<file path="config.mk">
export PLATFORM = sky130hd
export DESIGN_NAME = pmt_lane_cmp
export DESIGN_NICKNAME = d
export VERILOG_FILES = /design/src/rtl/pmt_order_checker_pkg.sv /design/src/rtl/pmt_lane_cmp.sv
export SDC_FILE = /design/constraint.sdc
export NUM_CORES = 1
export LEC_CHECK = 0
export CAP_MARGIN = 20
export CORE_MARGIN = 2
export CORE_UTILIZATION = 45
export DETAILED_ROUTE_END_ITERATION = 16
export PLACE_DENSITY_LB_ADDON = 0.25
export SLEW_MARGIN = 10
export SYNTH_ARGS = -nofsm -noshare
export SYNTH_HDL_FRONTEND = slang
export SYNTH_SLANG_ARGS = --single-unit
export TNS_END_PERCENT = 30
</file>
<file path="constraint.sdc">
create_clock -name vclk -period 4.25
set_input_delay 0.6375 -clock vclk [all_inputs]
set_output_delay 0.6375 -clock vclk [all_outputs]
set_load 0.01 [all_outputs]
</file>
<file path="src/rtl/pmt_order_checker_pkg.sv">
// Shared constants and types for the merge-tree order checker.
// Record geometry defaults and status encodings live here.
package pmt_order_checker_pkg;

  localparam int P_LOG_D = 3;
  localparam int RCDW_D  = 32;
  localparam int CNTW_D  = 32;

  localparam logic [1:0] ERR_NONE    = 2'd0;
  localparam logic [1:0] ERR_ORDER   = 2'd1;
  localparam logic [1:0] ERR_OVERRUN = 2'd2;

  typedef enum logic [1:0] {
    ST_RUN,
    ST_PASS,
    ST_FAIL
  } state_t;

endpackage

</file>
<file path="src/rtl/pmt_lane_cmp.sv">
// Combinational order check of one merged word against itself
// and against the last record of the previous word.
module pmt_lane_cmp
  import pmt_order_checker_pkg::*;
#(
  parameter int P_LOG = P_LOG_D,
  parameter int RCDW  = RCDW_D
) (
  input  logic [RCDW-1:0]              prev_last,
  input  logic                         have_prev,
  input  logic [RCDW*(1<<P_LOG)-1:0]   lanes,
  output logic                         viol,
  output logic [P_LOG-1:0]             viol_idx
);

  localparam int P = 1 << P_LOG;

  logic [P-1:0] bad;

  // bad[j] flags the larger-indexed record of a failing pair
  always_comb begin
    bad    = '0;
    bad[0] = have_prev && (prev_last > lanes[0 +: RCDW]);
    for (int i = 1; i < P; i++) begin
      bad[i] = lanes[(i-1)*RCDW +: RCDW] > lanes[i*RCDW +: RCDW];
    end
  end

  always_comb begin
    viol_idx = '0;
    for (int i = P - 1; i >= 0; i--) begin
      if (bad[i]) viol_idx = P_LOG'(i);
    end
  end

  assign viol = |bad;

endmodule

</file>
==> flow_summary_export.csv <==
group,metric,value,unit
final_layout,num-clock-buffers,0,
pwr,sum_of_internal_switching_and_leakage_power,0.000961,W
yosys,yosys_warnings,0,
yosys,netlist_area,6600,um^2
clock_tree,postcts_setup_bufs,0,
pwr,net-switching-power,0.000413,W
pwr,power.share.sequential,0,
sta,worst_pin_slew,0.427,ns
yosys,synthesis.area_per_instance,7.03,um^2
final_layout,numSequentialCells,0,
final_layout,design_area,10300,um^2
placed_design,detailed_place.area,10300,um^2
sta,max_slew_margin,0.712,
sta,maxClockFrequency,242,MHz
sta,post-route-min-period,4.13,ns
die,fp.dieArea,15700,um^2
worst_setup_path,critical_path.cell_chain,"clkdlybuf4s50_1, inv_1, ha_1, nand4_1, or2_1, or4_4, or4_4, o211a_4, nor4_4, nor2b_2, buf_4",
detailed_routing,postRouteWirelength,20400,um
min_path,whs_path_depth,5,
final_layout,antenna-diode-count,0,
die,fp.coreArea,14400,um^2
final_layout,layout.area.seq,0,um^2
die,die-width,125,um
detailed_routing,drc_errors,0,
sta,timing_max_transition_violations_final,0,
detailed_routing,wl_met2,10100,um
yosys,synthesized_nets,1485,
pwr,irDropWorstVdd,0.0432,mV
detailed_routing,routed_via_count,7582,
grt,wire_length_of_the_first_global_routing_pass,33500,um
grt,grt.overflow.total,0,
sta,grt_setup_unrepaired,"yes",
grt,antenna_found_initial,0,
yosys,synth_top_area_frac,0.485,
sta,fin_crit_sh,0.971,
pwr,p_int,0.000548,W
sta,final-setup-viol-count,0,
sta,setup-tns-final,0,ns
pwr,sw_frac_of_total,0.430,
detailed_routing,drt_pre_antenna_iters,5,
pwr,clock_power_share,0,
worst_setup_path,critical_path_class,"input pin to output port",
worst_setup_path,required_time_reported_for_the_critical_path_endpoint,3.61,ns
outcome,result_of_the_run,"complete, no violations",
detailed_routing,met3WireLength,978,um
worst_setup_path,worstSetupStartpointType,"input pin",
yosys,synthTopCellsByArea,"sky130_fd_sc_hd__ha_1 (49%), sky130_fd_sc_hd__inv_1 (15%), sky130_fd_sc_hd__a21oi_1 (6.4%), sky130_fd_sc_hd__nand4_1 (4.8%), sky130_fd_sc_hd__o21ai_0 (3.2%)",
placed_design,numPortBuffers,293,
detailed_routing,number_of_nets_with_antenna_violations_after_routing,0,
worst_setup_path,worst-path-max-fanout,2,
worst_setup_path,worst_ep_arrival_time,3.49,ns
final_layout,area.growth.synth_to_final,55.7,%
detailed_routing,routed.top_layer,"met4",
run,max-cap-violations,0,
worst_setup_path,critical_path.max_stage_delay,0.56,ns
final_layout,post_layout_net_count,1847,
pwr,comb_power_share,1.000,
worst_setup_path,crit_path_frequent_cell,"sky130_fd_sc_hd__or4_4",
yosys,yosys-top-cells-count,"sky130_fd_sc_hd__inv_1 (267), sky130_fd_sc_hd__ha_1 (256), sky130_fd_sc_hd__a21oi_1 (84), sky130_fd_sc_hd__nand4_1 (51), sky130_fd_sc_hd__nand2_1 (45)",
sta,whs,2.17,ns
clock_tree,cts_hold_buffers,0,
die,fp-row-count,44,
yosys,synthMostInstantiatedCell,"sky130_fd_sc_hd__inv_1",
sta,hold_violations,0,
pwr,p_leak,5.64,nW
die,initial_core_util,0.458,
final_layout,final_layout_size_suffix_gt1_frac,0.0615,
placed_design,dp_hpwl,19400,um
worst_setup_path,worstSetupEndpointType,"output port",
placed_design,routabilityCongestion,0.947,
min_path,timing.hold.worst.class,"input pin to output port",
worst_setup_path,slowest_cell_on_crit_path,"sky130_fd_sc_hd__or4_4",
grt,maximum_number_of_pins_on_one_net_before_global_route_repair,5,
die,top_level_ports,293,
detailed_routing,detailedRoute.firstIterationViolations,228,
detailed_routing,wl_met1,8550,um
grt,grtUsageTotal,0.252,
die,die-height,125,um
yosys,share_of_the_yosys_chip_area_belonging_to_registers,0,
detailed_routing,drt-vias-per-instance,5.11,
grt,grt_pass1_vias,7763,
yosys,most_area_hungry_cell_type_in_the_yosys_netlist,"sky130_fd_sc_hd__ha_1",
pwr,power_per_cell_area,93.5,nW/um^2
detailed_routing,post_drt_wl_per_cell,13.7,um
yosys,synth_cell_type_count,47,
yosys,synthCells,940,
## critical path: cells and delay by family
family	cells	cell delay [ns]
AOI/OAI and AO/OA	1	0.17
adders and majority gates	1	0.29
and+or+nand+nor	6	1.74
buffers and inverters	3	0.66
## power groups by stage
| stage | registers [W] | clock network (W) | logic [W] |
|---|---|---|---|
| floorplan | 0 | 0 | 0.000458 |
| global placement | 0 | 0 | 0.000932 |
| detailed placement | 0 | 0 | 0.000963 |
| CTS | 0 | 0 | 0.000962 |
| global route | 0 | 0 | 0.00109 |
| finish | 0 | 0 | 0.000961 |
## metrics by stage
stage / utilization / setup slack [ns] / cells
floorplan: - / 0.697 / 940
global placement: 0.712 / -0.457 / 1484
detailed placement: 0.712 / -0.490 / 1484
CTS: 0.711 / -0.0373 / 1484
global route: 0.713 / -0.0155 / 1484
finish: 0.713 / 0.125 / 1484
## what timing repair did
action,4_1_cts,5_1_grt
setup endpoints to repair,4,4
resized for setup,12,11
pin swaps,0,2
endpoints found under the hold margin,0,0
## cells by family after synthesis
| group | synth area share |
|---|---|
| and+or+nand+nor | 0.160 |
| buffers and inverters | 0.152 |
| adders and majority gates | 0.485 |
| AOI/OAI and AO/OA | 0.203 |
## worst paths after layout
kind	slack, ns	from	endpoint
worst max-delay path	0.12	lanes[25]	viol_idx[2]
worst min-delay path	2.17	have_prev	viol
## cell usage in the layout (no fill, tap or decap), types with 3 or more instances in the layout
cell type,Yosys,routed
sky130_fd_sc_hd__a31oi_1,4,4
sky130_fd_sc_hd__o21ai_0,42,41
sky130_fd_sc_hd__nand4_1,51,51
sky130_fd_sc_hd__nor3_1,10,9
sky130_fd_sc_hd__a211oi_1,16,16
sky130_fd_sc_hd__inv_1,267,267
sky130_fd_sc_hd__ha_1,256,256
sky130_fd_sc_hd__nor2_1,37,37
sky130_fd_sc_hd__o211a_1,3,3
sky130_fd_sc_hd__o211ai_1,10,10
sky130_fd_sc_hd__buf_4,0,68
sky130_fd_sc_hd__clkdlybuf4s50_1,0,289
sky130_fd_sc_hd__a221oi_1,4,4
sky130_fd_sc_hd__a21o_1,24,24
sky130_fd_sc_hd__nor2b_1,14,13
sky130_fd_sc_hd__o21a_1,7,7
sky130_fd_sc_hd__nand2_1,45,45
sky130_fd_sc_hd__o22ai_1,3,3
sky130_fd_sc_hd__a21oi_1,84,84
sky130_fd_sc_hd__nor4_1,5,5
sky130_fd_sc_hd__nand3_1,20,20
## per-layer routing
layer,track usage,vias up
met5,0,-
met2,0.491,219
met3,0.0248,52
met4,0.0830,0
met1,0.283,3293
li1,-,4018
## area by class of cell
type,instances,area (um^2)
multi-input combinational,673,5630
fill,1236,4140
timing repair buffer,360,3420
inverter,267,1000
tap,184,230
No activity file was read; power rests on OpenSTA's default activity.
